## src/rtl/uo_log_pkg.sv

```systemverilog
// Shared types and helpers for the uo_out change logger.
// REC_W / uo_rec_t describe the default record layout {ts, value}, timestamp in the MSBs.
// fifo_ptr_w gives the pointer width for a power-of-2 FIFO depth (minimum 1 bit).
package uo_log_pkg;

  localparam int unsigned DATA_W = 8;
  localparam int unsigned TS_W   = 16;
  localparam int unsigned REC_W  = TS_W + DATA_W;

  typedef struct packed {
    logic [TS_W-1:0]   ts;
    logic [DATA_W-1:0] value;
  } uo_rec_t;

  function automatic int unsigned fifo_ptr_w(input int unsigned depth);
    return (depth < 2) ? 1 : $clog2(depth);
  endfunction

endpackage

```

## src/rtl/uo_log_fifo.sv

```systemverilog
// Show-ahead FIFO with synchronous active-high reset.
// Ports:
//   clk, rst      clock, synchronous active-high reset
//   push, pop     write request, read request (pop ignored while empty)
//   wr_data       record to store
//   rd_data_c     head record, combinational from mem[rd_ptr]
//   count         registered occupancy
//   full_c/empty_c  derived from count
//   push_acc_c    push accepted this cycle (not full, or full with a simultaneous pop)
module uo_log_fifo
  import uo_log_pkg::*;
#(
  parameter int unsigned W     = REC_W,
  parameter int unsigned DEPTH = 8,
  localparam int unsigned CNT_W = $clog2(DEPTH) + 1
) (
  input  logic             clk,
  input  logic             rst,
  input  logic             push,
  input  logic             pop,
  input  logic [W-1:0]     wr_data,
  output logic [W-1:0]     rd_data_c,
  output logic [CNT_W-1:0] count,
  output logic             full_c,
  output logic             empty_c,
  output logic             push_acc_c
);

  localparam int unsigned PTR_W = fifo_ptr_w(DEPTH);

  logic [W-1:0]     mem_q [DEPTH];
  logic [PTR_W-1:0] wr_ptr_q, wr_ptr_d;
  logic [PTR_W-1:0] rd_ptr_q, rd_ptr_d;
  logic [CNT_W-1:0] count_q, count_d;
  logic             pop_acc_c;

  // Accept/advance logic; a full FIFO still takes a push when a pop frees a slot
  always_comb begin
    full_c     = (count_q == CNT_W'(DEPTH));
    empty_c    = (count_q == '0);
    pop_acc_c  = pop && !empty_c;
    push_acc_c = push && (!full_c || pop_acc_c);
    wr_ptr_d   = wr_ptr_q;
    rd_ptr_d   = rd_ptr_q;
    count_d    = count_q;
    if (push_acc_c) wr_ptr_d = wr_ptr_q + PTR_W'(1);
    if (pop_acc_c)  rd_ptr_d = rd_ptr_q + PTR_W'(1);
    case ({push_acc_c, pop_acc_c})
      2'b10:   count_d = count_q + CNT_W'(1);
      2'b01:   count_d = count_q - CNT_W'(1);
      default: count_d = count_q;
    endcase
  end

  always_ff @(posedge clk) begin
    if (rst) begin
      wr_ptr_q <= '0;
      rd_ptr_q <= '0;
      count_q  <= '0;
    end else begin
      wr_ptr_q <= wr_ptr_d;
      rd_ptr_q <= rd_ptr_d;
      count_q  <= count_d;
    end
  end

  // Storage needs no reset: contents are only visible while count is nonzero
  always_ff @(posedge clk) begin
    if (push_acc_c) mem_q[wr_ptr_q] <= wr_data;
  end

  assign rd_data_c = mem_q[rd_ptr_q];
  assign count     = count_q;

endmodule

```

## src/rtl/uo_change_logger.sv

```systemverilog
// Capture stage for a microtile's uo_out bus: synchronises the bus, logs every
// value change as a {ts, value} record into a show-ahead FIFO, and tracks drops.
// Optional build macro UO_LOG_TS_DELTA_EN: ts field holds cycles since the previous
// accepted event (saturating) instead of the absolute wrapping timestamp.
// Ports:
//   clk, rst    clock, synchronous active-high reset
//   uo_in       asynchronous tile output bus
//   enable      gates change detection (tracking register always follows the bus)
//   rd_ready    consumer accepts head record
//   rd_valid    FIFO non-empty
//   rd_data     head record {ts, value}
//   count       FIFO occupancy
//   overflow    sticky drop flag
//   drop_cnt    saturating dropped-event counter
//   clear_ovf   clears overflow and drop_cnt (a same-cycle drop wins)
module uo_change_logger
  import uo_log_pkg::*;
#(
  parameter int unsigned DATA_W = 8,
  parameter int unsigned TS_W   = 16,
  parameter int unsigned DEPTH  = 8,
  parameter int unsigned DROP_W = 8,
  localparam int unsigned CNT_W = $clog2(DEPTH) + 1
) (
  input  logic                   clk,
  input  logic                   rst,
  input  logic [DATA_W-1:0]      uo_in,
  input  logic                   enable,
  input  logic                   rd_ready,
  output logic                   rd_valid,
  output logic [TS_W+DATA_W-1:0] rd_data,
  output logic [CNT_W-1:0]       count,
  output logic                   overflow,
  output logic [DROP_W-1:0]      drop_cnt,
  input  logic                   clear_ovf
);

  localparam int unsigned LREC_W = TS_W + DATA_W;

  logic [DATA_W-1:0] s1_q, s1_d;
  logic [DATA_W-1:0] s2_q, s2_d;
  logic [DATA_W-1:0] prev_q, prev_d;
  logic              ovf_q, ovf_d;
  logic [DROP_W-1:0] drop_q, drop_d;
  logic [TS_W-1:0]   ts_field_c;
  logic              evt_c, pop_c, drop_c;
  logic              push_acc_c, full_c, empty_c;
  logic [LREC_W-1:0] wr_rec_c;

  // Synchroniser, change detect and overflow bookkeeping
  always_comb begin
    s1_d     = uo_in;
    s2_d     = s1_q;
    prev_d   = s2_q;
    evt_c    = enable && (s2_q != prev_q);
    pop_c    = rd_valid && rd_ready;
    drop_c   = evt_c && !push_acc_c;
    wr_rec_c = {ts_field_c, s2_q};
    ovf_d    = ovf_q;
    drop_d   = drop_q;
    if (clear_ovf) begin
      ovf_d  = 1'b0;
      drop_d = '0;
    end
    if (drop_c) begin
      ovf_d  = 1'b1;
      if (clear_ovf)     drop_d = DROP_W'(1);
      else if (&drop_q)  drop_d = drop_q;
      else               drop_d = drop_q + DROP_W'(1);
    end
  end

  always_ff @(posedge clk) begin
    if (rst) begin
      s1_q   <= '0;
      s2_q   <= '0;
      prev_q <= '0;
      ovf_q  <= 1'b0;
      drop_q <= '0;
    end else begin
      s1_q   <= s1_d;
      s2_q   <= s2_d;
      prev_q <= prev_d;
      ovf_q  <= ovf_d;
      drop_q <= drop_d;
    end
  end

`ifdef UO_LOG_TS_DELTA_EN
  logic [TS_W-1:0] delta_q, delta_d;

  // Elapsed-cycle counter; restarts only when a record is actually stored
  always_comb begin
    delta_d    = (&delta_q) ? delta_q : delta_q + TS_W'(1);
    if (push_acc_c) delta_d = '0;
    ts_field_c = delta_q;
  end

  always_ff @(posedge clk) begin
    if (rst) delta_q <= '0;
    else     delta_q <= delta_d;
  end
`else
  logic [TS_W-1:0] ts_q, ts_d;

  // Free-running wrapping timestamp
  always_comb begin
    ts_d       = ts_q + TS_W'(1);
    ts_field_c = ts_q;
  end

  always_ff @(posedge clk) begin
    if (rst) ts_q <= '0;
    else     ts_q <= ts_d;
  end
`endif

  uo_log_fifo #(
    .W     (LREC_W),
    .DEPTH (DEPTH)
  ) u_fifo (
    .clk        (clk),
    .rst        (rst),
    .push       (evt_c),
    .pop        (pop_c),
    .wr_data    (wr_rec_c),
    .rd_data_c  (rd_data),
    .count      (count),
    .full_c     (full_c),
    .empty_c    (empty_c),
    .push_acc_c (push_acc_c)
  );

  assign rd_valid = !empty_c;
  assign overflow = ovf_q;
  assign drop_cnt = drop_q;

endmodule

```

## config.mk

```make
export PLATFORM = sky130hd
export DESIGN_NAME = uo_change_logger
export DESIGN_NICKNAME = d
export VERILOG_FILES = /design/src/rtl/uo_log_pkg.sv /design/src/rtl/uo_log_fifo.sv /design/src/rtl/uo_change_logger.sv
export SDC_FILE = /design/constraint.sdc
export NUM_CORES = 1
export LEC_CHECK = 0
export ABC_AREA = 1
export BUFFER_PORTS_ARGS = -buffer_cell sky130_fd_sc_hd__buf_2
export CORE_MARGIN = 1.5
export CORE_UTILIZATION = 28
export CTS_BUF_LIST = sky130_fd_sc_hd__clkbuf_4 sky130_fd_sc_hd__clkbuf_8 sky130_fd_sc_hd__clkbuf_16
export CTS_CLUSTER_SIZE = 30
export DETAILED_ROUTE_END_ITERATION = 8
export HOLD_SLACK_MARGIN = 0.08
export SLEW_MARGIN = 20
export SYNTH_ARGS = -nofsm -noshare
export SYNTH_HDL_FRONTEND = slang
export SYNTH_SLANG_ARGS = --single-unit
```

## constraint.sdc

```tcl
create_clock -name clk -period 3.24 [get_ports clk]
set_input_delay 0.324 -clock clk [delete_from_list [all_inputs] [get_ports clk]]
set_output_delay 0.324 -clock clk [all_outputs]
set_load 0.01 [all_outputs]
```

==> results of run 1 <==
==> cells in the mapped netlist (3+ instances only) <==
cell | n | area share (%)
inv_1 | 67 | 2.5
nand2_2 | 5 | 0.31
edfxtp_1 | 192 | 57
inv_2 | 7 | 0.26
nand2_1 | 57 | 2.1
nand4_1 | 5 | 0.31
o21ai_0 | 111 | 5.5
ha_1 | 6 | 0.74
a31oi_1 | 24 | 1.5
xnor2_1 | 4 | 0.35
nor3_1 | 4 | 0.20
nand3_1 | 18 | 0.89
o22ai_1 | 24 | 1.5
nand3_2 | 3 | 0.30
clkbuf_1 | 24 | 0.89
nor2_2 | 4 | 0.25
buf_2 | 13 | 0.65
buf_4 | 4 | 0.30
nor2_1 | 232 | 8.6
dfxtp_1 | 62 | 12
a21oi_1 | 27 | 1.3
==> per-stage QoR <==
stage / cells / power, mW / hold WS [ns]
5_1_grt: 1464 / 8.86 / 0.133
2_1_floorplan: 915 / 4.85 / 0.388
6_report: 1464 / 8.41 / 0.124
3_5_place_dp: 1407 / 5.47 / 0.405
4_1_cts: 1464 / 8.52 / 0.110
3_3_place_gp: 1407 / 5.45 / 0.403
==> final cells by class <==
| class | count | area, um^2 | area share [%] |
|---|---|---|---|
| Tap cell | 461 | 577 | 4.84 |
| Inverter | 75 | 283 | 2.37 |
| Multi-Input combinational cell | 543 | 2620 | 22.0 |
| Timing Repair Buffer | 82 | 536 | 4.49 |
| Clock buffer | 36 | 768 | 6.45 |
| Clock inverter | 13 | 123 | 1.03 |
| Sequential cell | 254 | 7010 | 58.8 |
==> routing by layer <==
metal,part of all wire [%],GRT usage (%),vias to the layer above
met2,47,20.6,133
met1,47,16.6,3206
li1,-,-,3285
met4,1.5,2.47,0
met5,0,0,-
met3,5.0,2.27,28
==> worst reg2reg max path, stage by stage (launching register included) <==
cell	delay, ns
dfxtp_1	0.50
inv_2	0.06
nand2_1	0.07
nand2_1	0.06
nand2_1	0.07
nor2_1	0.07
nand2_4	0.12
nand2_2	0.07
nor2_2	0.20
inv_2	0.08
nor2_2	0.13
inv_2	0.08
nor2_2	0.36
buf_4	0.30
==> flip-flops by register name, summed over array words and instances (netlist names), named ones only <==
name,cells
drop_cnt,8
overflow,1
prev_d,8
prev_q,8
s1_q,8
ts_field_c,16
u_fifo.count,4
u_fifo.mem_q,192
u_fifo.rd_ptr_q,3
u_fifo.wr_ptr_q,3
==> where the power goes <==
group,total (mW),switching (mW),internal (mW)
Combinational,1.66,1.11,0.552
Clock,3.04,1.22,1.82
Sequential,3.71,0.0787,3.63
==> cells by family after synthesis <==
family / after synthesis
and+or+nand+nor: 339
DFF: 254
AOI/OAI and AO/OA: 191
buffers and inverters: 118
adders and majority gates: 7
xor gates and xnor gates: 6
==> path summary, 6_finish.rpt <==
check | start | endpoint | slack [ns] | depth (start not counted)
min reg2reg | s1_q[1]$_SDFF_PP0_ | prev_d[1]$_SDFF_PP0_ | 0.40 | 2
min | clear_ovf | drop_cnt[4]$_SDFFE_PP0P_ | 0.12 | 4
max | register | rd_data[2] | 0.45 | 4
max reg2reg | prev_d[7]$_SDFF_PP0_ | u_fifo.mem_q[7][7]$_DFFE_PP_ | 0.75 | 13
==> what timing repair did <==
action	4_1_cts	5_1_grt
endpoints found under the setup margin	0	0
hold endpoints to repair	8	0
hold buffers	8	0
==> run metrics, run 1 <==
Design Area, Final around 12000 um^2; most common cell after layout, fill and taps aside nor2_1; register area share after synthesis slightly below 70%; GRT overflow 0; vias in the first global route 6435; crit-path max FO 22; simple-gate share of the synthesized area roughly 14%; CTS root buffer clkbuf_16; ys async rst share 0%; First DRT Iteration DRCs 430; GRT Resource Usage Total 12.3%; final hold violation count 0; row count a little under 70; fraction of layout cells with a size suffix above 1 between 15 and 20%; Final setup viols 0; DP Worst Slack 0.744 ns; largest net degree at the start of global routing 65; via count around 6700; critical path class register to primary output; worst path required time around 3 ns; ANT nets after route 0; Final period util a little under nine tenths; via/cell ratio 4.54; CP cell instances clkinv_1 > buf_4 > a31oi_1 > buf_2; drc violations 0; Power Dens Cells 706 nW/um^2; Yosys warning count 0; routability cong. 0.762; Syn Inst Count roughly 920; FMAX 358 MHz; Initial Utilization 28.4%; final HPWL from detailed placement approximately 13000 um; Worst-Skew Late Latency approximately 0.52 ns; Worst path slowest cell clkinv_1; Placed Area ~11000 um^2; initial antenna violation count 0; CP peak stage delay between 0.6 and 0.7 ns; Seq cells post-synth 254; Core Area between 30000 and 40000 um^2; buffers plus inverters on the worst setup path 3; Period minus WS final roughly 2.8 ns; nets@finish between 1000 and 1500; Post-CTS Resized 0; Static Leak between 4 and 5 nW; most common flop cell mapped by yosys edfxtp_1; Synth Area in Adders 0.943%; number of inserted diodes 0; H-tree levels 1; Max Cap Viol 0; first-pass GRT wire length around 36000 um; Synth Area in Compound Gates 10.2%; cell family with most CP delay buffers and inverters; Fill cells between 3000 and 4000; setup slack after layout roughly 0.45 ns; VDD IR-drop max 328 uV; Netlist Area Pre-Place around 10000 um^2; Die W ~190 um; drt pass-1 iters 5; Slew @ Worst Pin 0.852 ns; Clock transition at path regs approximately 0.06 ns; Post-Route WL between 20000 and 25000 um; Hold WC Path Type input pin to register; port buffer count 50; RSZ-0062 raised after global routing false; commonest non-fill, non-tap cells in the layout 224 x nor2_1, 192 x edfxtp_1, 111 x o21ai_0, 66 x inv_1, 60 x dfxtp_1; Yosys cell types 38; Die Area about 37000 um^2; IO Count slightly above 50; routed len/inst roughly 15 um; Sum Neg Setup Slack 0 ns; CP Capture Type primary output; Fin Clk Skew 0.00846 ns; multiplexer area fraction after synthesis 0%; CTS Buf Count 27; EDFF count, synth about 190; status completed; layout overhead on the synthesized area 18.2%; clock buffer depth 3; startpoint types register; Die H between 150 and 200 um; WP data arrival approximately 2.5 ns; Synth Area in XOR/XNOR less than 1%; syn_area_per_cell ~11 um^2; count of pins over their slew limit 0; CTS tree done; postcts setup bufs 0; Worst slew margin between 40% and 50%; clk sinks approximately 250; largest family of logic cells by synthesized area simple AND/OR/NAND/NOR gates; fin util 33.6%; Post-Syn Nets just over 900
(Power assumes the default switching activity.)
==> inputs of run 2 (changes only) <==
SYNTH_HIERARCHICAL = 1   (was not set)
==> run 2 against run 1 <==
The flow now finishes with violations (DRC); non-clock buffer count is 9 lower; worst hold slack improved by 0.015 ns; via count down 4.5%; wire length down 5.2%; highest routed layer unchanged.
==> run metrics, run 2 <==
port buffer count 50 (unchanged); routability cong. 0.810 (+6.3%); RSZ-0062 raised after global routing false; Final period util 81.0% (-5.1 points); r2r endpoint u_fifo/count[3]$_SDFFE_PP0P_; first-pass GRT wire length 33900 um (-4.8%); WP data arrival 2.30 ns (-0.17 ns); Worst-Skew Late Latency 0.53 ns (about the same); Max Cap Viol 0 (unchanged); Largest Register u_fifo/mem_q; Sum Neg Setup Slack 0 ns (unchanged); H-tree levels 1 (unchanged); GRT Resource Usage Total 11.3% (-0.97 points); count of pins over their slew limit 0 (unchanged); Post-Route WL 21500 um (-5.2%); Period minus WS final 2.63 ns (-0.165 ns); Crit Reg-Reg Startpoint prev_d[4]$_SDFF_PP0_; final HPWL from detailed placement 12200 um (-8.6%); GRT overflow 0 (unchanged); number of inserted diodes 0 (unchanged); Final setup viols 0 (unchanged); Post-Syn Nets 887 (-5.1%); status finished, violations left; ANT nets after route 0 (unchanged); Hold WC Path Type input pin to register; IO Count 51 (unchanged); Core Area 35700 um^2 (+0.73%); Netlist Area Pre-Place 10200 um^2 (+1.4%); crit-path max FO 24 (+9.1%); vias in the first global route 6208 (-3.5%); DP Worst Slack 0.638 ns (-0.105 ns); nets@finish 952 (-5.1%); row count 69 (unchanged); final hold violation count 0 (unchanged); Clock transition at path regs 0.06 ns (about the same); critical path class register to primary output; Worst slew margin 30.3% (-13 points); Yosys warning count 6 (+6); Power Dens Cells 757 nW/um^2 (+7.2%); CTS root buffer clkbuf_16; VDD IR-drop max 480 uV (+46%); R2R cell count 17 (+4); Critical Path Sink rd_data[8]; CTS tree done; flop2flop setup slack 0.63 ns (-0.12 ns); Initial Utilization 28.6% (+0.19 points); worst path required time 2.92 ns (about the same); Die Area 37700 um^2 (+1.4%); Fin Clk Skew 0.0184 ns (+0.00994 ns); clk sinks 254 (unchanged); startpoint types register; failing checks DRC; Static Leak 4.30 nW (+1.6%); routed len/inst 15.2 um (-1.9%); WHS 0.140 ns (+0.0154 ns); Die H 194 um (+0.69%); FMAX 381 MHz (+6.3%); most common cell after layout, fill and taps aside edfxtp_1; via/cell ratio 4.49 (-1.1%); CP Capture Type primary output; initial antenna violation count 0 (unchanged); Post-CTS Resized 0 (unchanged); Slew @ Worst Pin 1.04 ns (+0.187 ns); Die W 194 um (+0.69%); First DRT Iteration DRCs 446 (+3.7%); syn_area_per_cell 11.8 um^2 (+7.0%); fraction of layout cells with a size suffix above 1 14.6% (-1.2 points); largest net degree at the start of global routing 97 (+49%); drc violations 1 (+1); setup slack after layout 0.615 ns (+0.165 ns); via count 6352 (-4.5%); clock buffer depth 3 (unchanged); CTS Buf Count 27 (unchanged); drt pass-1 iters 9 (+4); layout overhead on the synthesized area 16.9%; commonest non-fill, non-tap cells in the layout 192 x edfxtp_1, 137 x nand2_1, 106 x nor2_1, 68 x inv_1, 60 x dfxtp_1; Syn Inst Count 867 (-5.2%); max reg flops 192 (unchanged)
==> run 2: report_power, final <==
part	switching [mW]	internal (mW)	total [mW]	leakage (nW)
logic	1.39	0.800	2.19	1.59
clock network	1.21	1.82	3.03	0.432
registers	0.138	3.68	3.82	2.28
total	2.74	6.30	9.04	4.30
==> run 2: timing repair <==
| item | CTS | global route |
|---|---|---|
| hold endpoints to repair | 8 | 0 |
| hold buffers | 8 | 0 |
| setup buffers | 0 | 0 |
==> run 2: worst min-delay path by stage <==
| stage | slack, ns | depth (start not counted) | to | start |
|---|---|---|---|---|
| after floorplan | 0.39 | 2 | prev_d[0]$_SDFF_PP0_ | s1_q[0]$_SDFF_PP0_ |
| after global routing | 0.14 | 4 | drop_cnt[6]$_SDFFE_PP0P_ | clear_ovf |
| after detailed placement | 0.40 | 2 | prev_d[1]$_SDFF_PP0_ | s1_q[1]$_SDFF_PP0_ |
| after CTS | 0.12 | 4 | drop_cnt[6]$_SDFFE_PP0P_ | clear_ovf |
| final | 0.14 | 4 | drop_cnt[6]$_SDFFE_PP0P_ | clear_ovf |
| after global placement | 0.39 | 2 | prev_d[3]$_SDFF_PP0_ | s1_q[3]$_SDFF_PP0_ |
==> run 2: routing by layer <==
| layer | GRT usage (%) | share of wire, % | vias up |
|---|---|---|---|
| met5 | 0 | 0 | - |
| met4 | 3.10 | 2.0 | 0 |
| met3 | 1.90 | 4.2 | 27 |
| met2 | 19.5 | 48 | 109 |
| met1 | 14.8 | 46 | 3068 |
| li1 | - | - | 3148 |
==> run 2: layout make-up <==
| type | count | area, um^2 |
|---|---|---|
| well taps | 461 | 577 |
| clock buffers | 33 | 721 |
| repair buffers | 73 | 493 |
| inverters | 74 | 278 |
| fillers | 3563 | 23800 |
| clock inverters | 17 | 164 |
| flip-flops and latches | 254 | 7010 |
| multi-input cells | 502 | 2700 |
==> run 2: worst max-delay path, stage by stage, from the launching register on <==
cell	delay [ns]
dfxtp_1	0.35
clkinv_1	0.81
nand2_1	0.32
nand2_1	0.14
buf_2	0.17
==> run 2: metrics by stage <==
stage | area [um^2] | power [mW] | std cells | utilization [%]
4_1_cts | 11900 | 9.17 | 1414 | 33.4
2_1_floorplan | 10200 | 5.46 | 867 | -
5_1_grt | 11900 | 9.50 | 1414 | 33.4
3_5_place_dp | 11000 | 6.12 | 1356 | 30.7
6_report | 11900 | 9.04 | 1414 | 33.4
3_3_place_gp | 11000 | 6.09 | 1356 | 30.7
==> inputs of run 3 (changes only) <==
clock period = 2.3 ns   (was 3.24 ns; I/O delays follow)
==> run 3 against run 2 <==
The flow still finishes with violations (DRC); wire length grew 1.7%; critical path depth grew 3; design area grew 2.1%; final cell count grew 0.92%; die area is the same; worst hold slack gained 0.014 ns; clock power grew 35%; setup slack lost 0.49 ns; sequential share of layout area shrank 1.2 points; core utilization grew 0.71 points; flip-flop and latch count is the same; via count grew 1.4%; highest routed layer unchanged.
==> run metrics, run 3 (same netlist as run 2, synthesis figures left out) <==
status finished, violations left; failing checks DRC; Die H 194 um (unchanged); CP peak stage delay 0.40 ns (-0.41 ns); IO Count 51 (unchanged); number of inserted diodes 0 (unchanged); GRT overflow 0 (unchanged); FMAX between 400 and 500 MHz; CTS tree done; buffers plus inverters on the worst setup path 3 (+1); initial antenna violation count 0 (unchanged); fraction of layout cells with a size suffix above 1 17.0% (+2.4 points); most common cell after layout, fill and taps aside edfxtp_1; Final setup viols 0 (unchanged); count of pins over their slew limit 0 (unchanged); Worst-Skew Late Latency 0.51 ns (-0.02 ns); via/cell ratio 4.51 (+0.48%); VDD IR-drop max 494 uV (+3.0%); final hold violation count 0 (unchanged); Final period util 94.7%; Post-Route WL 21900 um (+1.7%); H-tree levels 1 (unchanged); nets@finish 968 (+1.7%); first-pass GRT wire length 34000 um (about the same); largest net degree at the start of global routing 97 (unchanged); commonest non-fill, non-tap cells in the layout 192 x edfxtp_1, 136 x nand2_1, 105 x nor2_1, 68 x inv_1, 60 x dfxtp_1; row count 69 (unchanged); CP cell instances inv_2 > buf_4 > nor2_1 > o22ai_1 > nand2_1 > nand2_1 > buf_2; CTS Buf Count 25 (-7.4%); WP data arrival 1.95 ns (-0.35 ns); First DRT Iteration DRCs 333 (-25%); crit-path max FO 23 (-4.2%); Max Cap Viol 0 (unchanged); routability cong. 0.743 (-8.2%); clock buffer depth 3 (unchanged); GRT Resource Usage Total 11.2% (-0.14 points); Fill cells 3557 (-0.17%); Worst slew margin 67.2% (+37 points); Slew @ Worst Pin 0.492 ns (-0.547 ns); cell family with most CP delay buffers and inverters; CTS root buffer clkbuf_16; Power Dens Cells 1050 nW/um^2 (+39%); CP Capture Type primary output; port buffer count 50 (unchanged); final HPWL from detailed placement 12600 um (+3.2%); WHS 0.154 ns (+0.0143 ns); Clock transition at path regs 0.06 ns (about the same); worst path required time 2.07 ns (-0.85 ns); drt pass-1 iters 7 (-2); RSZ-0062 raised after global routing true; clk sinks 254 (unchanged); layout overhead on the synthesized area 19.4%; Sum Neg Setup Slack 0 ns (unchanged); fin cells 1427 (+0.92%); Die Area 37700 um^2 (unchanged); Worst path slowest cell dfxtp_4; Fin Clk Skew 0.00984 ns (-0.00857 ns); routed len/inst 15.3 um (+0.81%); max reg flops 192 (unchanged); startpoint types register; Die W 194 um (unchanged); via count 6441 (+1.4%); Initial Utilization 28.6% (unchanged); Static Leak 4.42 nW (+2.7%); Hold WC Path Type input pin to register; CP most frequent cell nand2_1; ANT nets after route 0 (unchanged); Cells after DPL 1371 (+1.1%); Period minus WS final 2.18 ns; Core Area 35700 um^2 (unchanged); critical path class register to primary output; Largest Register u_fifo/mem_q; vias in the first global route 6194 (-0.23%); drc violations 3 (+2)
[run 3: final timing paths]
path	from	to	slack, ns	depth (start not counted)
setup / recovery	register	rd_data[23]	0.12	7
setup reg to reg	u_fifo/count[3]$_SDFFE_PP0P_	u_fifo/mem_q[0][22]$_DFFE_PP_	0.20	11
hold / removal	enable	overflow$_SDFFE_PP0P_	0.15	3
hold reg to reg	s1_q[1]$_SDFF_PP0_	prev_d[1]$_SDFF_PP0_	0.40	2
[run 3: through the flow]
stage | total power, mW | utilization [%] | setup WS (ns) | area [um^2]
6_report | 12.8 | 34.1 | 0.122 | 12200
3_3_place_gp | 8.64 | 31.3 | 0.207 | 11200
3_5_place_dp | 8.68 | 31.3 | 0.143 | 11200
5_1_grt | 13.5 | 34.1 | -0.0557 | 12200
2_1_floorplan | 7.70 | - | -0.389 | 10200
4_1_cts | 12.8 | 33.9 | 0.0395 | 12100
[run 3: tightest hold or removal path: cells and delay by family]
family | cells | cell delay, ns
simple gates | 1 | 0.15
buf+inv | 1 | 0.14
compound gates | 1 | 0.09
[run 3: power by group]
group | leakage [nW] | internal, mW | switching (mW) | total [mW]
registers | 2.28 | 5.18 | 0.173 | 5.35
logic | 1.72 | 1.26 | 2.10 | 3.36
clock network | 0.420 | 2.43 | 1.67 | 4.10
total | 4.42 | 8.87 | 3.94 | 12.8
[run 3: metal layers]
layer	up-vias	global-route usage, %	routed length (um)
met5	-	0	0
met4	0	3.15	343
met3	24	1.48	1100
met2	157	18.8	10400
met1	3079	15.1	10000
li1	3181	-	-
[run 3: cell type report]
class                      instances  area, um^2  share of cell area, %
clock inverter                    13         128                   1.05
timing repair buffer              91         777                   6.37
multi-input combinational        502        2720                   22.3
tap                              461         577                   4.73
clock buffer                      32         714                   5.85
sequential                       254        7010                   57.5
inverter                          74         278                   2.28
[run 3: what timing repair did]
| item | in CTS | in global routing |
|---|---|---|
| buffers inserted | 0 | 0 |
| hold endpoints to repair | 14 | 0 |
| gates resized for setup | 0 | 7 |
| setup endpoints to repair | 0 | 63 |
| hold buffers | 9 | 0 |
